### src/rtl/unreg_pkg.sv
// unreg_pkg: shared types for the unreg word update and the bank FSM
// wr_mode_t    : per-word update selector (matches the 2-bit pwr_mode encoding)
// bank_state_t : bank controller states
package unreg_pkg;
   typedef enum logic [1:0] {LOAD_A, LOAD_NB, SET, CLR} wr_mode_t;
   typedef enum logic [0:0] {IDLE, SWEEP} bank_state_t;
endpackage

### src/rtl/unreg_next.sv
// unreg_next: combinational next-word function, shared by the write and sweep paths
// mode : update selector
// a, b : operands for LOAD_A and LOAD_NB
// y    : resulting word
module unreg_next
   import unreg_pkg::*;
#(
   parameter int WIDTH = 16
) (
   input  wr_mode_t           mode,
   input  logic [WIDTH-1:0]   a,
   input  logic [WIDTH-1:0]   b,
   output logic [WIDTH-1:0]   y
);
   always_comb
      y = mode == LOAD_A  ? a  :
          mode == LOAD_NB ? ~b :
          mode == SET     ? '1 : '0;
endmodule

### src/rtl/unreg_bank.sv
// unreg_bank: registered DEPTH x WIDTH word bank with unreg-style writes, fill sweep and registered read
// pclk, prst                       : clock, asynchronous active-high reset
// pwr_valid/ready/addr/mode/a/b    : valid/ready write port
// psweep, pswp_val, pbusy          : bank fill start pulse, fill value, sweep in progress
// prd_en, prd_addr                 : read request
// prd_valid, prd_data              : registered read result, optionally inverted
module unreg_bank
   import unreg_pkg::*;
#(
   parameter  int WIDTH      = 16,
   parameter  int DEPTH      = 4,
   parameter  bit INVERT_OUT = 1,
   localparam int AW         = $clog2(DEPTH)
) (
   input  logic              pclk,
   input  logic              prst,
   input  logic              pwr_valid,
   output logic              pwr_ready,
   input  logic [AW-1:0]     pwr_addr,
   input  logic [1:0]        pwr_mode,
   input  logic [WIDTH-1:0]  pwr_a,
   input  logic [WIDTH-1:0]  pwr_b,
   input  logic              psweep,
   input  logic [WIDTH-1:0]  pswp_val,
   output logic              pbusy,
   input  logic              prd_en,
   input  logic [AW-1:0]     prd_addr,
   output logic              prd_valid,
   output logic [WIDTH-1:0]  prd_data
);
   bank_state_t       state;
   logic [AW-1:0]     ptr;
   logic [WIDTH-1:0]  swp_val;
   logic [WIDTH-1:0]  mem [DEPTH];
   logic              we;
   logic [AW-1:0]     waddr;
   logic [WIDTH-1:0]  nxt;
   logic [WIDTH-1:0]  rd_word;
   wr_mode_t          mode;
   logic [WIDTH-1:0]  op_a;
   // one next-word instance serves both paths; the sweep is a LOAD_A of the latched fill value
   always_comb begin
      pbusy     = state == SWEEP;
      pwr_ready = state == IDLE && !psweep;
      we        = pbusy || (pwr_valid && pwr_ready);
      waddr     = pbusy ? ptr : pwr_addr;
      mode      = pbusy ? LOAD_A : wr_mode_t'(pwr_mode);
      op_a      = pbusy ? swp_val : pwr_a;
      rd_word   = (we && waddr == prd_addr) ? nxt : mem[prd_addr];
   end
   unreg_next #(.WIDTH(WIDTH)) u_next (
      .mode (mode),
      .a    (op_a),
      .b    (pwr_b),
      .y    (nxt)
   );
   always_ff @(posedge pclk or posedge prst)
      if (prst) begin
         state   <= IDLE;
         ptr     <= '0;
         swp_val <= '0;
      end else if (state == IDLE && psweep) begin
         state   <= SWEEP;
         ptr     <= '0;
         swp_val <= pswp_val;
      end else if (pbusy) begin
         state   <= ptr == AW'(DEPTH - 1) ? IDLE : SWEEP;
         ptr     <= ptr + 1'b1;
      end
   always_ff @(posedge pclk or posedge prst)
      if (prst)
         for (int i = 0; i < DEPTH; i++) mem[i] <= '0;
      else if (we)
         mem[waddr] <= nxt;
   always_ff @(posedge pclk or posedge prst)
      if (prst) begin
         prd_valid <= 1'b0;
         prd_data  <= '0;
      end else begin
         prd_valid <= prd_en;
         if (prd_en) prd_data <= INVERT_OUT ? ~rd_word : rd_word;
      end
endmodule

### config.mk
export PLATFORM = sky130hd
export DESIGN_NAME = unreg_bank
export DESIGN_NICKNAME = d
export VERILOG_FILES = /design/src/rtl/unreg_pkg.sv /design/src/rtl/unreg_next.sv /design/src/rtl/unreg_bank.sv
export SDC_FILE = /design/constraint.sdc
export NUM_CORES = 1
export LEC_CHECK = 0
export CAP_MARGIN = 10
export CORE_ASPECT_RATIO = 0.8
export CORE_UTILIZATION = 40
export DETAILED_ROUTE_END_ITERATION = 10
export HOLD_SLACK_MARGIN = 0.03
export PLACE_DENSITY = 0.7
export SLEW_MARGIN = 20
export SYNTH_ARGS = -nofsm -noshare
export SYNTH_HDL_FRONTEND = slang
export SYNTH_SLANG_ARGS = --single-unit
### constraint.sdc
create_clock -name pclk -period 6.9 [get_ports pclk]
set_input_delay 1.035 -clock pclk [delete_from_list [all_inputs] [get_ports pclk]]
set_output_delay 1.035 -clock pclk [all_outputs]
set_load 0.02 [all_outputs]
==> run metrics <==
share of the synthesized area in the top cell type=51.3%; XOR/XNOR Fraction of Synth Area=0.539%; number of synthesized flops with an enable pin=0; Reg2Reg Capture Point=prd_data[11]; PortBufs=77; remaining antenna violation count after routing=0; mux contribution to synthesized area=11.8%; failing checks=design-rule violations; first-pass GRT wire length=18,500 um; Initial Utilization=41.7%; Reg clk slew, reported paths=0.06 ns; RSZ-0062 raised after global routing=false; Tot GR Track Use=19.0%; Area Growth Syn to Fin=23.7%; vias per cell=5.55; Synth Area in Simple Gates=14.4%; hold violation count in the final report=0; Post-Synth Adder-Cell Area=0.257%; Worst Hold Class=reg2reg; CP Data Arrival Time=2.43 ns; Required @ worst endpoint=5.86 ns; H-tree depth=3; max_cap viols=0; dpl hpwl=7340 um; Setup crit start=psweep; maximum vdd drop=287 uV; Synth Register Bits=100; Post-Syn Nets=494; DRT Pass-1 Iters=10; Syn Inst Count=434; wire per inst=17.2 um; die height=101 um; clock buffer depth=2; core footprint=11,700 sq um; Final setup viols=0; final worst path period share=50.3%; Slew Limit Fails=0; dominant cells by area after synthesis=dfrtp_1 (51%), mux4_2 (6.9%), a221oi_2 (4.6%); vias=3,586; actual slew at the worst max-slew pin=1.06 ns; Synth area leader=dfrtp_1; drc violations=2; antenna violations before repair=0; number of global-route vias before repair=3,513; layout cells sized above 1=16.5%; fill count=1,033; fmax=288 MHz; Root Buffer=clkbuf_16; nets=553; cts bufs inserted=9; Worst slew margin=29.4%; Startpoint Class=input port; post-cts resize count=0; antenna cells=0; Die ar.=12,600 sq um; Power Density=458 nW/um^2; status=finished, violations left; Synth Area in Compound Gates=17.2%; TritonCTS clock tree=yes; Synth Warn #=0; io pins=78; total gr overflow=0; Distinct cells, synth=42; critical path type=in2out; # rows=35; Finished Core Util=51.6%; # clock sinks=100; Die W=125 um; Mean Syn Cell Area=11.2 sq um; Pleak=2.44 nW; Worst R2R Start=pbusy; Fin Clk Skew=0.00925 ns; Skew-Pair Late Insertion Delay=0.35 ns; combinational family with the most area after synthesis=compound AO/OA/AOI/OAI gates; setup_tns=0 ns; Seq/Total Area, Yosys=51.3%; Post-CTS Setup Inserts=0; CP endpoint kind=primary output; Final Critical Period=3.47 ns; cell area after synthesis=4870 sq um; largest net degree at the start of global routing=76; cells on worst reg2reg path=4; worst-path fanout max=5; ys flop type=dfrtp_1; worst setup path endpoint=pwr_ready; # hold bufs at CTS=0; hold path start=mem[49]; Async S/R FF share, synth=100%; 1st-iter DRT viols=269; WL final=11,100 um; Reg2Reg Setup Slack=4.38 ns; gpl congestion=0.821
[registers in the layout, summed over array words and instances, names as in the netlist]
name and cells:
pbusy 1, ptr 2, prd_data 16, swp_val 16
mem 64, prd_valid 1
[power by group]
group	switching (mW)	leakage [nW]	internal (mW)
Sequential	0.198	1.20	0.870
Combinational	0.620	1.09	0.523
Clock	0.212	0.160	0.339
[final cells by class]
class	count	area, sq um	area share (%)
repair buffers	86	838	13.9
clock inverters	3	68.8	1.14
clock buffers	13	260	4.32
well taps	148	185	3.07
inverters	3	13.8	0.228
flip-flops and latches	100	2500	41.5
multi-input cells	293	2160	35.8
[worst max-delay path, cell delays in order]
cell	delay, ns
clkdlybuf4s50_1	0.49
nor2_1	0.25
clkdlybuf4s50_1	0.66
[Yosys cell counts, types with 2 or more instances]
| library cell | number |
|---|---|
| nand3_1 | 14 |
| buf_4 | 3 |
| a221oi_2 | 15 |
| clkbuf_1 | 11 |
| o21ai_0 | 43 |
| nand4_1 | 2 |
| o221ai_1 | 2 |
| or2_2 | 2 |
| nor2b_1 | 2 |
| mux2i_1 | 2 |
| xnor2_1 | 2 |
| or2_1 | 9 |
| nand2_1 | 49 |
| a22o_1 | 2 |
| buf_1 | 3 |
| a21oi_1 | 17 |
| mux4_2 | 15 |
| inv_1 | 3 |
| nor4b_2 | 2 |
| a21o_1 | 14 |
| or2_0 | 5 |
| mux2_2 | 17 |
| nor2_1 | 31 |
| buf_6 | 3 |
| nand2b_1 | 2 |
| buf_2 | 17 |
| o21ai_1 | 6 |
| nor4b_1 | 15 |
| dfrtp_1 | 100 |
| a31oi_1 | 14 |
[worst min path at each step]
| stage | to | slack, ns | cells past startpoint |
|---|---|---|---|
| 6_report | mem[49] | 0.48 | 2 |
| 3_3_place_gp | mem[51] | 0.46 | 2 |
| 2_1_floorplan | mem[16] | 0.44 | 2 |
| 4_1_cts | mem[26] | 0.48 | 2 |
| 3_5_place_dp | mem[26] | 0.47 | 2 |
| 5_1_grt | mem[17] | 0.51 | 2 |
[kinds of logic after synthesis]
family	Yosys count
AO/OA/AOI/OAI	117
XOR/XNOR	3
adder cells (fa/ha/maj)	1
buffers and inverters	41
flip-flops	100
multiplexers	35
AND/OR/NAND/NOR	137
[placed cells by master, fill, tap and decap left out, types with 14 or more instances in the layout]
| master | instances |
|---|---|
| a31oi_1 | 14 |
| nor4b_1 | 15 |
| a21o_1 | 14 |
| nand2_1 | 49 |
| clkdlybuf4s50_1 | 77 |
| a21oi_1 | 17 |
| o21ai_0 | 43 |
| nand3_1 | 14 |
| a221oi_2 | 15 |
| nor2_1 | 31 |
| mux2_2 | 17 |
| mux4_2 | 15 |
| dfrtp_1 | 99 |
[routing by layer]
layer	part of all wire [%]	routed length (um)	vias to the layer above	GRT usage (%)
met5	0	0	-	0
met4	0.35	39	0	3.75
met3	5.9	654	4	5.36
met2	46	5100	116	29.8
met1	48	5350	1768	26.6
li1	-	-	1698	-
[metrics by stage]
step | worst slack (ns) | std cells | power [mW] | hold slack (ns) | area (sq um)
2_1_floorplan | 3.25 | 434 | 1.87 | 0.445 | 4870
3_3_place_gp | 3.47 | 630 | 2.16 | 0.457 | 5700
3_5_place_dp | 3.40 | 630 | 2.22 | 0.469 | 5700
4_1_cts | 3.41 | 646 | 2.78 | 0.482 | 6030
5_1_grt | 3.37 | 646 | 2.95 | 0.508 | 6030
6_report | 3.43 | 646 | 2.76 | 0.480 | 6030
(Power assumes the default switching activity.)
